## config.mk

```make
export PLATFORM = sky130hd
export DESIGN_NAME = pcileech_cmd_regctl
export DESIGN_NICKNAME = d
export VERILOG_FILES = /design/src/rtl/pcileech_cmd_regctl.sv
export SDC_FILE = /design/constraint.sdc
export NUM_CORES = 1
export LEC_CHECK = 0
export BUFFER_PORTS_ARGS = -buffer_cell sky130_fd_sc_hd__buf_2
export CORE_AREA = 2 2 285 287
export CTS_CLUSTER_SIZE = 8
export DETAILED_ROUTE_END_ITERATION = 8
export DIE_AREA = 0 0 287 289
export PLACE_DENSITY = 0.48
export SLEW_MARGIN = 20
export SYNTH_ARGS = -nofsm -noshare
export SYNTH_HDL_FRONTEND = slang
export SYNTH_SLANG_ARGS = --single-unit
export TNS_END_PERCENT = 5
```

## constraint.sdc

```tcl
create_clock -name clk -period 2.8 [get_ports clk]
set_input_delay 0 -clock clk [delete_from_list [all_inputs] [get_ports clk]]
set_output_delay 0 -clock clk [all_outputs]
set_load 0.02 [all_outputs]
```

## src/rtl/pcileech_cmd_regctl.sv

```systemverilog
// Command/control register controller: masked RW-bank writes, RW/RO reads into the
// command response FIFO, and 7-series DRP transaction sequencing driven by rw bits.
module pcileech_cmd_regctl #(
  parameter int unsigned DRP_TIMEOUT = 255
) (
  input  logic         clk,
  input  logic         rst_n,
  input  logic         cmd_rx_valid,
  input  logic [63:0]  cmd_rx_data,
  output logic         cmd_rx_ready,
  output logic         cmd_wr_en,
  output logic [33:0]  cmd_din,
  input  logic         cmd_almost_full,
  input  logic [319:0] ro,
  output logic [239:0] rw,
  output logic         drp_en,
  output logic         drp_we,
  output logic [6:0]   drp_addr,
  output logic [15:0]  drp_di,
  input  logic [15:0]  drp_do,
  input  logic         drp_rdy,
  output logic [15:0]  drp_rdata,
  output logic         drp_timeout
);

  localparam int          RW_HW        = 15;
  localparam int          RO_HW        = 20;
  localparam logic [1:0]  OP_READ      = 2'b01;
  localparam logic [1:0]  OP_WRITE     = 2'b10;
  localparam logic [7:0]  TIMEOUT_LAST = 8'(DRP_TIMEOUT - 1);
  localparam logic [239:0] RW_RESET    = {176'd0, 32'd30, 16'h0004, 16'hefcd};

  typedef enum logic [2:0] {
    S_IDLE,
    S_EXEC,
    S_RESP,
    S_DRP_ISSUE,
    S_DRP_WAIT
  } state_t;

  state_t         state_q;
  logic [1:0]     op_q;
  logic [15:0]    addr_q;
  logic [15:0]    val_q;
  logic [15:0]    mask_q;
  logic [239:0]   rw_q;
  logic [239:0]   rw_d;
  logic           cmd_wr_en_q;
  logic [33:0]    cmd_din_q;
  logic           drp_en_q;
  logic           drp_we_q;
  logic [15:0]    drp_rdata_q;
  logic           drp_timeout_q;
  logic [7:0]     tmo_cnt_q;

  logic [13:0]    hw_idx;
  logic           rw_hit;
  logic           ro_hit;
  logic [15:0]    rd_val;
  logic [15:0]    ro_hw [RO_HW];
  logic [15:0]    rw_hw [RW_HW];
  logic           unused_cmd_bits;

  // Only op, address, value and mask are meaningful; the low word is never checked.
  assign unused_cmd_bits = ^{cmd_rx_data[15:14], cmd_rx_data[11:0]};

  assign hw_idx = addr_q[14:1];
  assign rw_hit = addr_q[15] && (hw_idx < 14'(RW_HW));
  assign ro_hit = !addr_q[15] && (hw_idx < 14'(RO_HW));

  for (genvar gi = 0; gi < RO_HW; gi++) begin : g_ro
    assign ro_hw[gi] = ro[16*gi +: 16];
  end

  // Halfword 0 (magic) and bit 18 (DRP done) are owned by hardware, not the host.
  for (genvar gi = 0; gi < RW_HW; gi++) begin : g_rw
    localparam logic [15:0] PROT = (gi == 0) ? 16'hffff : ((gi == 1) ? 16'h0004 : 16'h0000);
    logic [15:0] wmask;
    assign rw_hw[gi] = rw_q[16*gi +: 16];
    assign wmask = (rw_hit && (hw_idx == 14'(gi))) ? (mask_q & ~PROT) : 16'h0000;
    assign rw_d[16*gi +: 16] = (rw_hw[gi] & ~wmask) | (val_q & wmask);
  end

  always_comb begin
    rd_val = 16'h0000;
    if (rw_hit) begin
      rd_val = rw_hw[hw_idx[3:0]];
    end else if (ro_hit) begin
      rd_val = ro_hw[hw_idx[4:0]];
    end
  end

  always_ff @(posedge clk) begin
    if (!rst_n) begin
      state_q       <= S_IDLE;
      op_q          <= 2'b00;
      addr_q        <= 16'h0000;
      val_q         <= 16'h0000;
      mask_q        <= 16'h0000;
      rw_q          <= RW_RESET;
      cmd_wr_en_q   <= 1'b0;
      cmd_din_q     <= 34'd0;
      drp_en_q      <= 1'b0;
      drp_we_q      <= 1'b0;
      drp_rdata_q   <= 16'h0000;
      drp_timeout_q <= 1'b0;
      tmo_cnt_q     <= 8'd0;
    end else begin
      drp_en_q <= 1'b0;
      case (state_q)
        S_IDLE: begin
          cmd_wr_en_q <= 1'b0;
          if (cmd_rx_valid) begin
            op_q    <= cmd_rx_data[13:12];
            addr_q  <= cmd_rx_data[31:16];
            val_q   <= cmd_rx_data[47:32];
            mask_q  <= cmd_rx_data[63:48];
            state_q <= S_EXEC;
          end
        end
        S_EXEC: begin
          if (op_q == OP_READ) begin
            cmd_din_q   <= {2'b00, rd_val, addr_q};
            cmd_wr_en_q <= !cmd_almost_full;
            state_q     <= S_RESP;
          end else if (op_q == OP_WRITE) begin
            rw_q    <= rw_d;
            state_q <= (rw_d[21] || rw_d[20]) ? S_DRP_ISSUE : S_IDLE;
          end else begin
            state_q <= S_IDLE;
          end
        end
        S_RESP: begin
          // Strobe exactly once: either already raised in EXEC, or once the FIFO drains.
          if (cmd_wr_en_q) begin
            cmd_wr_en_q <= 1'b0;
            state_q     <= S_IDLE;
          end else if (!cmd_almost_full) begin
            cmd_wr_en_q <= 1'b1;
          end
        end
        S_DRP_ISSUE: begin
          drp_en_q      <= 1'b1;
          drp_we_q      <= rw_q[21];
          rw_q[18]      <= 1'b0;
          drp_timeout_q <= 1'b0;
          tmo_cnt_q     <= 8'd0;
          state_q       <= S_DRP_WAIT;
        end
        S_DRP_WAIT: begin
          if (drp_rdy) begin
            rw_q[18]    <= 1'b1;
            rw_q[21:20] <= 2'b00;
            if (!drp_we_q) begin
              drp_rdata_q <= drp_do;
            end
            state_q <= S_IDLE;
          end else if (tmo_cnt_q == TIMEOUT_LAST) begin
            rw_q[18]      <= 1'b1;
            rw_q[21:20]   <= 2'b00;
            drp_rdata_q   <= 16'h0000;
            drp_timeout_q <= 1'b1;
            state_q       <= S_IDLE;
          end else begin
            tmo_cnt_q <= tmo_cnt_q + 8'd1;
          end
        end
        default: state_q <= S_IDLE;
      endcase
    end
  end

  assign cmd_rx_ready = (state_q == S_IDLE);
  assign cmd_wr_en    = cmd_wr_en_q;
  assign cmd_din      = cmd_din_q;
  assign rw           = rw_q;
  assign drp_en       = drp_en_q;
  assign drp_we       = drp_we_q;
  assign drp_addr     = rw_q[134:128];
  assign drp_di       = rw_q[159:144];
  assign drp_rdata    = drp_rdata_q;
  assign drp_timeout  = drp_timeout_q;

endmodule

```

; ---- After elaboration in Yosys (flattened, before gate mapping)
; Cells that the tools add are included.
; W data, S select, Z words.
[classes]
muxes = 51
addsub = 1
n_eq_ne = 31
order_cmp = 4
n_reduce_logical = 35
bitwise = 59
[ops]
columns = operator, count
row1 = $and A16 B16 Y16, 28
row2 = $mux W16, 23
row3 = $not A16 Y16, 14
row4 = $or A16 B16 Y16, 14
row5 = $eq A14 B4 Y1 const B, 7
row6 = $bmux W16 S5, 1
row7 = $bmux W16 S4, 1
row8 = $eq A14 B3 Y1 const B, 4
row9 = $mux W22, 2
row10 = $eq A14 B2 Y1 const B, 2
row11 = $ne A2 B2 Y1 const B, 9
row12 = $logic_and A1 B1 Y1, 16
row13 = $mux W8, 2
row14 = $pmux W8 S2, 1
row15 = $pmux W3 S5, 1
row16 = $reduce_and A3 Y1, 5
row17 = $eq A14 B1 Y1 const B, 1
row18 = $lt A14 B4 Y1 const B, 1
row19 = $lt A14 B5 Y1 const B, 1
row20 = $mux W3, 4
row21 = $mux W2, 5
row22 = $add A8 B1 Y8 const B, 1
row23 = $eq A8 B8 Y1 const B, 1
row24 = $reduce_and A4 Y1, 2
row25 = other kinds (21), 35
[word_totals]
elab_cells = 196
register_bits = 337
out_inout_bits = 318
in_bits = 405

; ---- Longest topological paths before layout
; Gate-level depths: netlist of run 1.
[depth]
ltp_word = 12
ltp_mapped = 10
depth_no_buf = 7

; ---- Least setup slack after synthesis of run 1
; No wires, ideal clock.
[synth_path]
path_kind = register to register
start = register addr_q[1]
end = register cmd_din_q[30] (netlist: cmd_din[30])
n_path_buf = 3
path_stages_with_launch = 9
t_arrival_ps = 1934
t_required_ps = 2668
setup_ps = 132
slack_ps = 734
synth_period_minus_slack_ps = 2066
cell_sequence = dfxtp_1 > buf_2 > buf_2 > buf_4 > mux4_2 > o32ai_1 > nor2_1 > o2111ai_1 > a21oi_1
[synth_between]
elab_chain_len = 6
word_cells_on_any_way = 14
cone_classes = order compare: 2 / mux: 8 / bitwise: 2 / reduce/logical: 2
[synth_lines]
columns = element, line_no
row1 = start: declaration, 43  ; logic [15:0] addr_q;
row2 = start signal: assignment, 115  ; addr_q <= cmd_rx_data[31:16];
row3 = $not A5 Y6 (not written as such), 89  ; rd_val = ro_hw[hw_idx[4:0]];
row4 = $bmux W16 S5, 89
row5 = $mux W16 (not written as such) (2 in a row), 89
row6 = $mux W16, 88  ; end else if (ro_hit) begin
row7 = $mux W16 *, 86  ; if (rw_hit) begin
row8 = end signal: assignment, 123  ; cmd_din_q <= {2'b00, rd_val, addr_q};
row9 = end: declaration, 49  ; logic [33:0] cmd_din_q;
; Mark *: on every way between the ends. The rest lies on a longest branch, timed or not. The select of a mux whose other input is x is not followed.
; A chain may end at the register's enable or synchronous reset.

; ---- Final worst setup path of run 1
[layout_path]
start = register addr_q[2]
end = register cmd_din_q[27] (netlist: cmd_din[27])
; The elaborated chain is that of the path after synthesis.

==> results.txt, run 1 <==
Synth top area share = 0.375
I/O pins = 723
switching part of the total = 0.279
Rows = 104
RSZ-0062 raised after global routing = no
TritonCTS clock tree = built
clock root cell = clkbuf_16
vias per cell = 5.22
GP Congestion = 0.874
Overall Power = 12.2 mW
placed insts = 3745
Syn Inst Count = 2095
PnR worst setup slack = 115 ps
PD cells = 485 nW/um^2
CP endpoint kind = register
DRC violation count after routing = 0
Net Switching = 3.40 mW
Netlist cell types = 72
Slew HR = 0.251
Avg WL per Cell = 28.6 microns
M1 WL = 41100 microns
type of the worst min-delay path = input port to register
number of synthesized flops with an enable pin = 0
fin. max-slew vios = 0
Clk network pwr share = 0.452
layout cells sized above 1 = 0.358
Post-DRT Antenna Nets = 0
DR WL met3 = 9040 microns
Hold WS = 26.8 ps
core area = 79900 sq um
status = completed
register area share after synthesis = 0.375
Lkg Pwr = 10.0 nW
setup TNS = 0 ps
FF+latch count, synth = 337
largest net degree at the start of global routing = 123
Data required, critical path = 3340 ps
fmax = 373 MHz
Worst VDD drop = 0.418 mV
Worst EP arrival = 3230 ps
routed wl met2 = 56900 microns
final hold viol count = 0
grt ovf = 0
Async S/R FF share, synth = 0
# H-tree levels = 2
Pint = 8.80 mW
CP Max Fanout = 46
syn_area_per_cell = 8.59 sq um
Worst Setup Path Type = register to register
yosys synthesis warning count = 0
measured slew at the worst slew-check pin = 1120 ps
top-count cell post-synth = dfxtp_1
fillers = 8640
Die Y-Extent = 289 microns
die footprint = 82900 sq um
Setup-failing EPs final = 0
sequential power share = 0.409
design area = 25200 sq um
initial antenna violation count = 33
combinational group share of total power = 0.139
vias in the first global route = 19700
most frequent cells after synthesis = 337 x dfxtp_1, 312 x a21oi_1, 248 x o21ai_0, 240 x nand3_1, 198 x nand2_1
Layout Nets = 3240
Starting DRT DRC Count = 1843
CTS max path bufs = 3
DP Worst Slack = -125 ps
HPWL Detailed = 87300 microns
TritonCTS buffer count = 49
final core utilization = 0.315
Tmin final = 2680 ps
Area contributors post-synth = dfxtp_1 37%, mux4_2 11%, a21oi_1 8.7%, o21ai_0 6.9%, nand3_1 6.7%
Worst-path clk slew = 50 ps
placed cell areas = 22800 sq um
MaxCap Viol Count = 0
Layout Cells excl Fill = 3920
Die W = 287 microns
synthesized cell area = 18000 sq um
drt first pass iters = 6
Routed WL = 112000 microns
All-Layer GR Usage = 0.258
Synth Flop Type = dfxtp_1
Clock Sink Count = 337
clk_skew = 35.7 ps
type of origin of the critical path = register
Top Metal Used = met5
via count = 20500
port bufs = 690
Synth-to-Final Area Change = 39.8%
Worst-Skew Late Latency = 610 ps
largest area contributor in the netlist = dfxtp_1
Starting Density = 0.225
first-pass GRT wire length = 153000 microns
Final period util = 0.959
[cells by family after synthesis]
family	Yosys count	share of synthesized area
AOI/OAI and AO/OA	693	0.215
xor gates and xnor gates	4	0.00195
adders and majority gates	2	0.00139
buffers and inverters	273	0.0746
DFF	337	0.375
muxes	181	0.162
other	2	0.000417
and+or+nand+nor	603	0.170
[repair_timing]
action / in CTS / in global routing
setup endpoints to repair: 1 / 13
resized for setup: 1 / 2
hold buffers: 97 / 0
hold endpoints to repair: 123 / 0
setup buffers: 0 / 0
cloned: 0 / 0
[layout by cell type, fill, tap and decap left out, types with 14 or more instances in the layout]
cell type	Yosys	final
dfxtp_1	337	333
buf_2	70	690
nand2_1	198	196
o22ai_1	14	14
nor2_1	48	47
a22o_1	16	16
diode_2	0	18
nor2b_1	19	19
conb_1	2	18
inv_1	18	18
mux2_2	15	15
dlygate4sd3_1	0	97
a21oi_1	312	312
clkbuf_16	0	49
mux2i_1	79	79
mux4_2	87	87
o21ai_0	248	248
nand3_1	240	240
buf_4	49	127
a211oi_1	17	17
[metal layers]
metal / track usage / vias up
met2: 0.462 / 986
met3: 0.0618 / 192
li1: - / 9126
met4: 0.109 / 2
met5: 0 / -
met1: 0.292 / 10200
[power groups by stage]
stage	registers [mW]	logic, mW	clock network (mW)
5_1_grt	4.99	1.80	5.82
4_1_cts	4.98	1.70	5.62
3_5_place_dp	5.08	1.58	0
2_1_floorplan	5.00	0.850	0
3_3_place_gp	5.08	1.57	0
6_report	4.99	1.69	5.52
[worst max-delay path, stage by stage (launching register included)]
cell,delay [ps]
dfxtp_4,550
buf_12,310
buf_4,310
mux4_2,240
o22ai_1,80
a2111oi_1,620
buf_4,230
a211oi_1,70
nor2_1,140
[path summary, 6_finish.rpt]
path,slack [ps],endpoint,start,cells past startpoint
max,120,cmd_din[27],addr_q[2],8
min,30,cmd_din[31],ro[47],7
max reg2reg,120,cmd_din[27],addr_q[2],8
min reg2reg,450,cmd_din[10],cmd_din[10],2
[layout make-up]
class                      instances  area [sq um]  share of cell area
sequential                       337          6760               0.269
multi-input combinational       1501         10000               0.398
tap                             1060          1330              0.0527
timing repair buffer             925          5600               0.223
inverter                          19          78.8             0.00313
clock inverter                     5          78.8             0.00313
antenna                           18          45.0             0.00179
clock buffer                      55          1270              0.0504
Power figures use the tool's default switching activity.
==> inputs of run 2 (changes only) <==
--- a/config.mk
+++ b/config.mk
@@ -11,6 +11,7 @@
 export DETAILED_ROUTE_END_ITERATION = 8
 export DIE_AREA = 0 0 287 289
 export PLACE_DENSITY = 0.48
+export REMOVE_ABC_BUFFERS = 1
 export SLEW_MARGIN = 20
 export SYNTH_ARGS = -nofsm -noshare
 export SYNTH_HDL_FRONTEND = slang
==> run 2 against run 1 <==
Critical path depth fell by 2. Fmax increased by 3.3%. Register-to-register slack improved by 90 ps. Clock power is 1% higher. Combinational power decreased by 3%. First-iteration DRC count is 9.5% lower. Via count down 1.0%.
==> results.txt, run 2 (synthesis gave the netlist of run 1 again) <==
status = completed
Slew HR = 0.183 (-0.0683)
port bufs = 690 (unchanged)
first-pass GRT wire length = 149000 microns (-2.9%)
Post-DRT Antenna Nets = 0 (unchanged)
Tmin final = 2600 ps (-85.2 ps)
Slowest-stage cell, CP = a211oi_1
HPWL Detailed = 80700 microns (-7.5%)
CTS max path bufs = 3 (unchanged)
CP endpoint kind = register
All-Layer GR Usage = 0.248 (-0.0101)
Min-Delay Path Depth = 6 (-1)
clk_skew = 24.2 ps (-11.5 ps)
placed insts = 3742 (-0.080%)
Worst-path clk slew = 50 ps (about the same)
final core utilization = 0.314 (-0.000407)
largest net degree at the start of global routing = 165 (+34%)
instance count on the critical path = 6 (-2)
CP Max Fanout = 15 (-67%)
WP buf/inv = 0 (-3)
Rows = 104 (unchanged)
Setup-failing EPs final = 0 (unchanged)
core area = 79900 sq um (unchanged)
commonest non-fill, non-tap cell in the layout = buf_2
clock root cell = clkbuf_16
via count = 20300 (-1.0%)
PD cells = 486 nW/um^2 (about the same)
vias in the first global route = 19700 (-0.096%)
# H-tree levels = 2 (unchanged)
Lkg Pwr = 9.91 nW (-0.94%)
die footprint = 82900 sq um (unchanged)
fmax = 385 MHz (+3.3%)
Layout Cells excl Fill = 3903 (-0.43%)
commonest non-fill, non-tap cells in the layout = 690 x buf_2, 333 x dfxtp_1, 312 x a21oi_1
RSZ-0062 raised after global routing = no
TritonCTS buffer count = 49 (unchanged)
layout cells sized above 1 = 0.360 (+0.00184)
fin. max-slew vios = 0 (unchanged)
Synth-to-Final Area Change = 39.6%
critical-path cell list = nand2b_1, o221ai_1, o21ai_0, a211oi_1, nor3_1, a21oi_1
TritonCTS clock tree = built
Worst-Skew Late Latency = 610 ps (about the same)
Avg WL per Cell = 27.8 microns (-2.8%)
vias per cell = 5.19 (-0.60%)
I/O pins = 723 (unchanged)
DRC violation count after routing = 0 (unchanged)
CP top delay family = compound AO/OA/AOI/OAI gates
Clock Sink Count = 337 (unchanged)
CP max stage delay = 1010 ps (+390 ps)
MaxCap Viol Count = 0 (unchanged)
drt first pass iters = 7 (+1)
Worst Setup Path Type = register to register
grt ovf = 0 (unchanged)
initial antenna violation count = 28 (-15%)
post_cts resized = 0 (-1)
GP Congestion = 0.852 (-2.5%)
measured slew at the worst slew-check pin = 1220 ps (+102 ps)
Layout Nets = 3229 (-0.34%)
Starting Density = 0.225 (unchanged)
Routed WL = 108000 microns (-3.2%)
Die W = 287 microns (unchanged)
Hold WS = 59.1 ps (+32.3 ps)
Overall Power = 12.2 mW (about the same)
setup TNS = 0 ps (unchanged)
final hold viol count = 0 (unchanged)
Die Y-Extent = 289 microns (unchanged)
reg2reg path depth = 6 (-2)
type of origin of the critical path = register
type of the worst min-delay path = input port to register
Setup Fix Bufs, Post-CTS = 0 (unchanged)
Final period util = 0.928 (-0.0304)
Starting DRT DRC Count = 1668 (-9.5%)
Worst VDD drop = 0.493 mV (+18%)
Data required, critical path = 3340 ps (about the same)
Worst EP arrival = 3140 ps (-90 ps)
## run 2: cell types whose count changed in the layout (fill, tap and decap cells not counted), moves of 2 or more
| cell | delta |
|---|---|
| clkinv_2 | +2 |
| buf_4 | -9 |
| buf_12 | +6 |
| diode_2 | -8 |
| dlygate4sd3_1 | -8 |
| nand2_2 | -2 |
| nor2_2 | +2 |
| nor2_1 | -2 |
## run 2: worst paths after layout
path	slack (ps)	endpoint	from
min reg2reg	450	cmd_din[5]	cmd_din[5]
min	60	cmd_din[23]	ro[311]
max	200	cmd_din[19]	addr_q[1]
max reg2reg	200	cmd_din[19]	addr_q[1]
## run 2: per-layer routing
| layer | global-route usage | vias to the layer above | part of all wire | wire, microns |
|---|---|---|---|---|
| met5 | 0 | - | 0.000065 | 7 |
| met4 | 0.105 | 2 | 0.040 | 4370 |
| met3 | 0.0558 | 195 | 0.081 | 8790 |
| met2 | 0.422 | 995 | 0.48 | 52400 |
| met1 | 0.301 | 9965 | 0.39 | 42800 |
| li1 | - | 9096 | - | - |
## run 2: metrics by stage
stage	worst slack (ps)	area, sq um
after global routing	176	25100
after global placement	253	22900
after floorplan	-5470	16800
final	201	25100
after CTS	255	25100
after detailed placement	234	22900
## run 2: final cells by class
type | count | area [sq um]
diodes | 10 | 25.0
clock buffers | 57 | 1300
clock inverters | 5 | 51.3
fillers | 8662 | 54800
inverters | 19 | 78.8
multi-input cells | 1501 | 10000
flip-flops and latches | 337 | 6760
well taps | 1060 | 1330
repair buffers | 914 | 5570
## run 2: timing repair
item / 4_1_cts / 5_1_grt
endpoints found under the setup margin: 0 / 0
endpoints found under the hold margin: 118 / 0
hold buffers: 89 / 0
## run 2: where the power goes
part | switching [mW] | internal (mW) | leakage (nW) | total (mW)
Sequential | 0.124 | 4.85 | 2.72 | 4.98
Combinational | 0.880 | 0.755 | 6.52 | 1.64
Clock | 2.36 | 3.22 | 0.665 | 5.59
Total | 3.37 | 8.83 | 9.91 | 12.2
## run 2: worst min-delay path, stage by stage
cell      delay [ps]
buf_2             70
mux4_2           230
inv_1             40
o21ai_0          140
a211oi_1          50
nor2_1            90
==> inputs of run 3 (changes only) <==
--- a/config.mk
+++ b/config.mk
@@ -10,8 +10,8 @@
 export CTS_CLUSTER_SIZE = 8
 export DETAILED_ROUTE_END_ITERATION = 8
 export DIE_AREA = 0 0 287 289
+export GPL_TIMING_DRIVEN = 0
 export PLACE_DENSITY = 0.48
-export REMOVE_ABC_BUFFERS = 1
 export SLEW_MARGIN = 20
 export SYNTH_ARGS = -nofsm -noshare
 export SYNTH_HDL_FRONTEND = slang
==> run 3 against run 2 <==
The run now ends with negative setup slack left. Via count increased by 6.4%. Sequential power shrank 1%. Die area is the same. Register-to-register slack worse by 300 ps. Largest cell class unchanged.
==> results.txt, run 3 (synthesis gave the netlist of run 1 again) <==
fmax = 345 MHz (-10%)
Worst-path clk slew = 60 ps (about the same)
placed insts = 3861 (+3.2%)
grt ovf = 0 (unchanged)
Starting DRT DRC Count = 2142 (+28%)
commonest non-fill, non-tap cell in the layout = buf_2
Rows = 104 (unchanged)
PD cells = 491 nW/um^2 (+1.1%)
multi-input logic area = 10200 sq um (+1.7%)
Post-DRT Antenna Nets = 0 (unchanged)
via count = 21500 (+6.4%)
initial antenna violation count = 25 (-11%)
Avg WL per Cell = 33.3 microns (+20%)
Starting Density = 0.225 (unchanged)
Worst Setup Path Type = register to register
Slowest-stage cell, CP = a221oi_1
vias in the first global route = 21000 (+6.8%)
largest net degree at the start of global routing = 15 (-91%)
die footprint = 82900 sq um (unchanged)
Final period util = 1.04 (+0.107)
CP max stage delay = 560 ps (-450 ps)
Die W = 287 microns (unchanged)
worst reg2reg endpoint = cmd_din[31]
vias per cell = 5.38 (+3.7%)
GP Congestion = 0.975 (+14%)
Worst VDD drop = 0.387 mV (-22%)
drt first pass iters = 7 (unchanged)
reg2reg path depth = 9 (+3)
status = finished with violations
measured slew at the worst slew-check pin = 1170 ps (-52.9 ps)
first-pass GRT wire length = 176000 microns (+18%)
port bufs = 690 (unchanged)
CP top delay family = compound AO/OA/AOI/OAI gates
Layout Cells excl Fill = 4003 (+2.6%)
commonest non-fill, non-tap cells in the layout = 728 x buf_2, 336 x dfxtp_1, 312 x a21oi_1
I/O pins = 723 (unchanged)
DRC violation count after routing = 0 (unchanged)
CTS max path bufs = 3 (unchanged)
Worst-Skew Late Latency = 630 ps (+20 ps)
CP endpoint kind = register
core area = 79900 sq um (unchanged)
type of the worst min-delay path = input port to register
TritonCTS buffer count = 48 (-2.0%)
clk_skew = 36.0 ps (+11.8 ps)
RR Startpoint = addr_q[1]
Tmin final = 2900 ps (+301 ps)
Overall Power = 12.4 mW (+2.0%)
Data required, critical path = 3330 ps (about the same)
RSZ-0062 raised after global routing = yes
Layout Nets = 3333 (+3.2%)
Routed WL = 133000 microns (+23%)
Reg area = 6750 sq um (-0.17%)
Critical Path Sink = cmd_din[31]
Critical Path Source = addr_q[1]
flop2flop setup slack = -100 ps (-300 ps)
Setup-failing EPs final = 14 (+14)
Lkg Pwr = 10.1 nW (+1.4%)
All-Layer GR Usage = 0.308 (+0.0596)
TritonCTS clock tree = built
# H-tree levels = 2 (unchanged)
CP Max Fanout = 10 (-5)
instance count on the critical path = 9 (+3)
HPWL Detailed = 107000 microns (+32%)
fillers = 8751 (+1.0%)
MaxCap Viol Count = 0 (unchanged)
layout cells sized above 1 = 0.362 (+0.00206)
failing checks = negative setup slack
Synth-to-Final Area Change = 40.9%
Die Y-Extent = 289 microns (unchanged)
fin. max-slew vios = 0 (unchanged)
Clock Sink Count = 337 (unchanged)
DP Worst Slack = -1500 ps (-1730 ps)
critical-path cell list = buf_4, buf_4, buf_6, buf_6, a221oi_1, a211oi_1, nor4_4, a21oi_1, a21oi_1
clock root cell = clkbuf_16
Hold Crit Start = ro[174]
WP buf/inv = 4 (+4)
final hold viol count = 0 (unchanged)
type of origin of the critical path = register
setup TNS = -362 ps (-362 ps)
PnR worst setup slack = -100 ps (-301 ps)
Worst EP arrival = 3430 ps (+290 ps)
Slew HR = 0.223 (+0.0402)
-- run 3: cell count changes in the layout (fill, tap and decap cells not counted), moves of 17 or more --
cell | previous run | this run
dlygate4sd3_1 | 89 | 71
buf_12 | 17 | 0
buf_6 | 0 | 21
buf_2 | 690 | 728
clkbuf_1 | 5 | 107
buf_4 | 118 | 64
-- run 3: layer usage --
metal	track usage	routed length [microns]	up-vias
met4	0.180	8870	12
met1	0.332	47600	10700
met5	0	69	-
met2	0.520	63300	1210
met3	0.111	13500	342
li1	-	-	9315
-- run 3: what timing repair did --
action / 4_1_cts / 5_1_grt
hold buffers: 71 / 0
hold endpoints to repair: 72 / 0
setup buffers: 5 / 0
endpoints found under the setup margin: 219 / 184
gates resized for setup: 114 / 40
pin swaps: 5 / 0
-- run 3: how the worst min path moves through the flow --
stage                         endpoint  slack (ps)  cells after the start
after floorplan           drp_rdata[0]         130                      1
after global placement    drp_rdata[2]         210                      2
after detailed placement  drp_rdata[4]         210                      2
after CTS                  cmd_din[16]           1                      6
after global routing       cmd_din[30]          60                      4
final                      cmd_din[30]          30                      4
-- run 3: where the power goes --
group / switching, mW / leakage, nW / internal [mW]
logic: 1.27 / 6.70 / 0.758
registers: 0.0696 / 2.72 / 4.85
clock network: 2.39 / 0.636 / 3.09
total: 3.74 / 10.1 / 8.70
-- run 3: worst min-delay path, cell delays in order --
cell	delay [ps]
buf_2	70
mux4_2	270
o2111ai_1	150
a21oi_1	140
-- run 3: cell type report --
| type | count | area share |
|---|---|---|
| diodes | 10 | 0.000987 |
| plain buffers | 253 | 0.0588 |
| clock buffers | 54 | 0.0487 |
| clock inverters | 3 | 0.00276 |
| inverters | 19 | 0.00281 |
| multi-input cells | 1501 | 0.402 |
| flip-flops and latches | 337 | 0.266 |
| well taps | 1060 | 0.0523 |
| repair buffers | 766 | 0.166 |
-- run 3: stage by stage --
step	instance area, sq um	hold WS, ps	util
floorplan	18100	126	-
global placement	22800	210	0.286
detailed placement	22900	214	0.286
CTS	25200	1.30	0.316
global route	25400	58.7	0.317
finish	25400	33.1	0.317
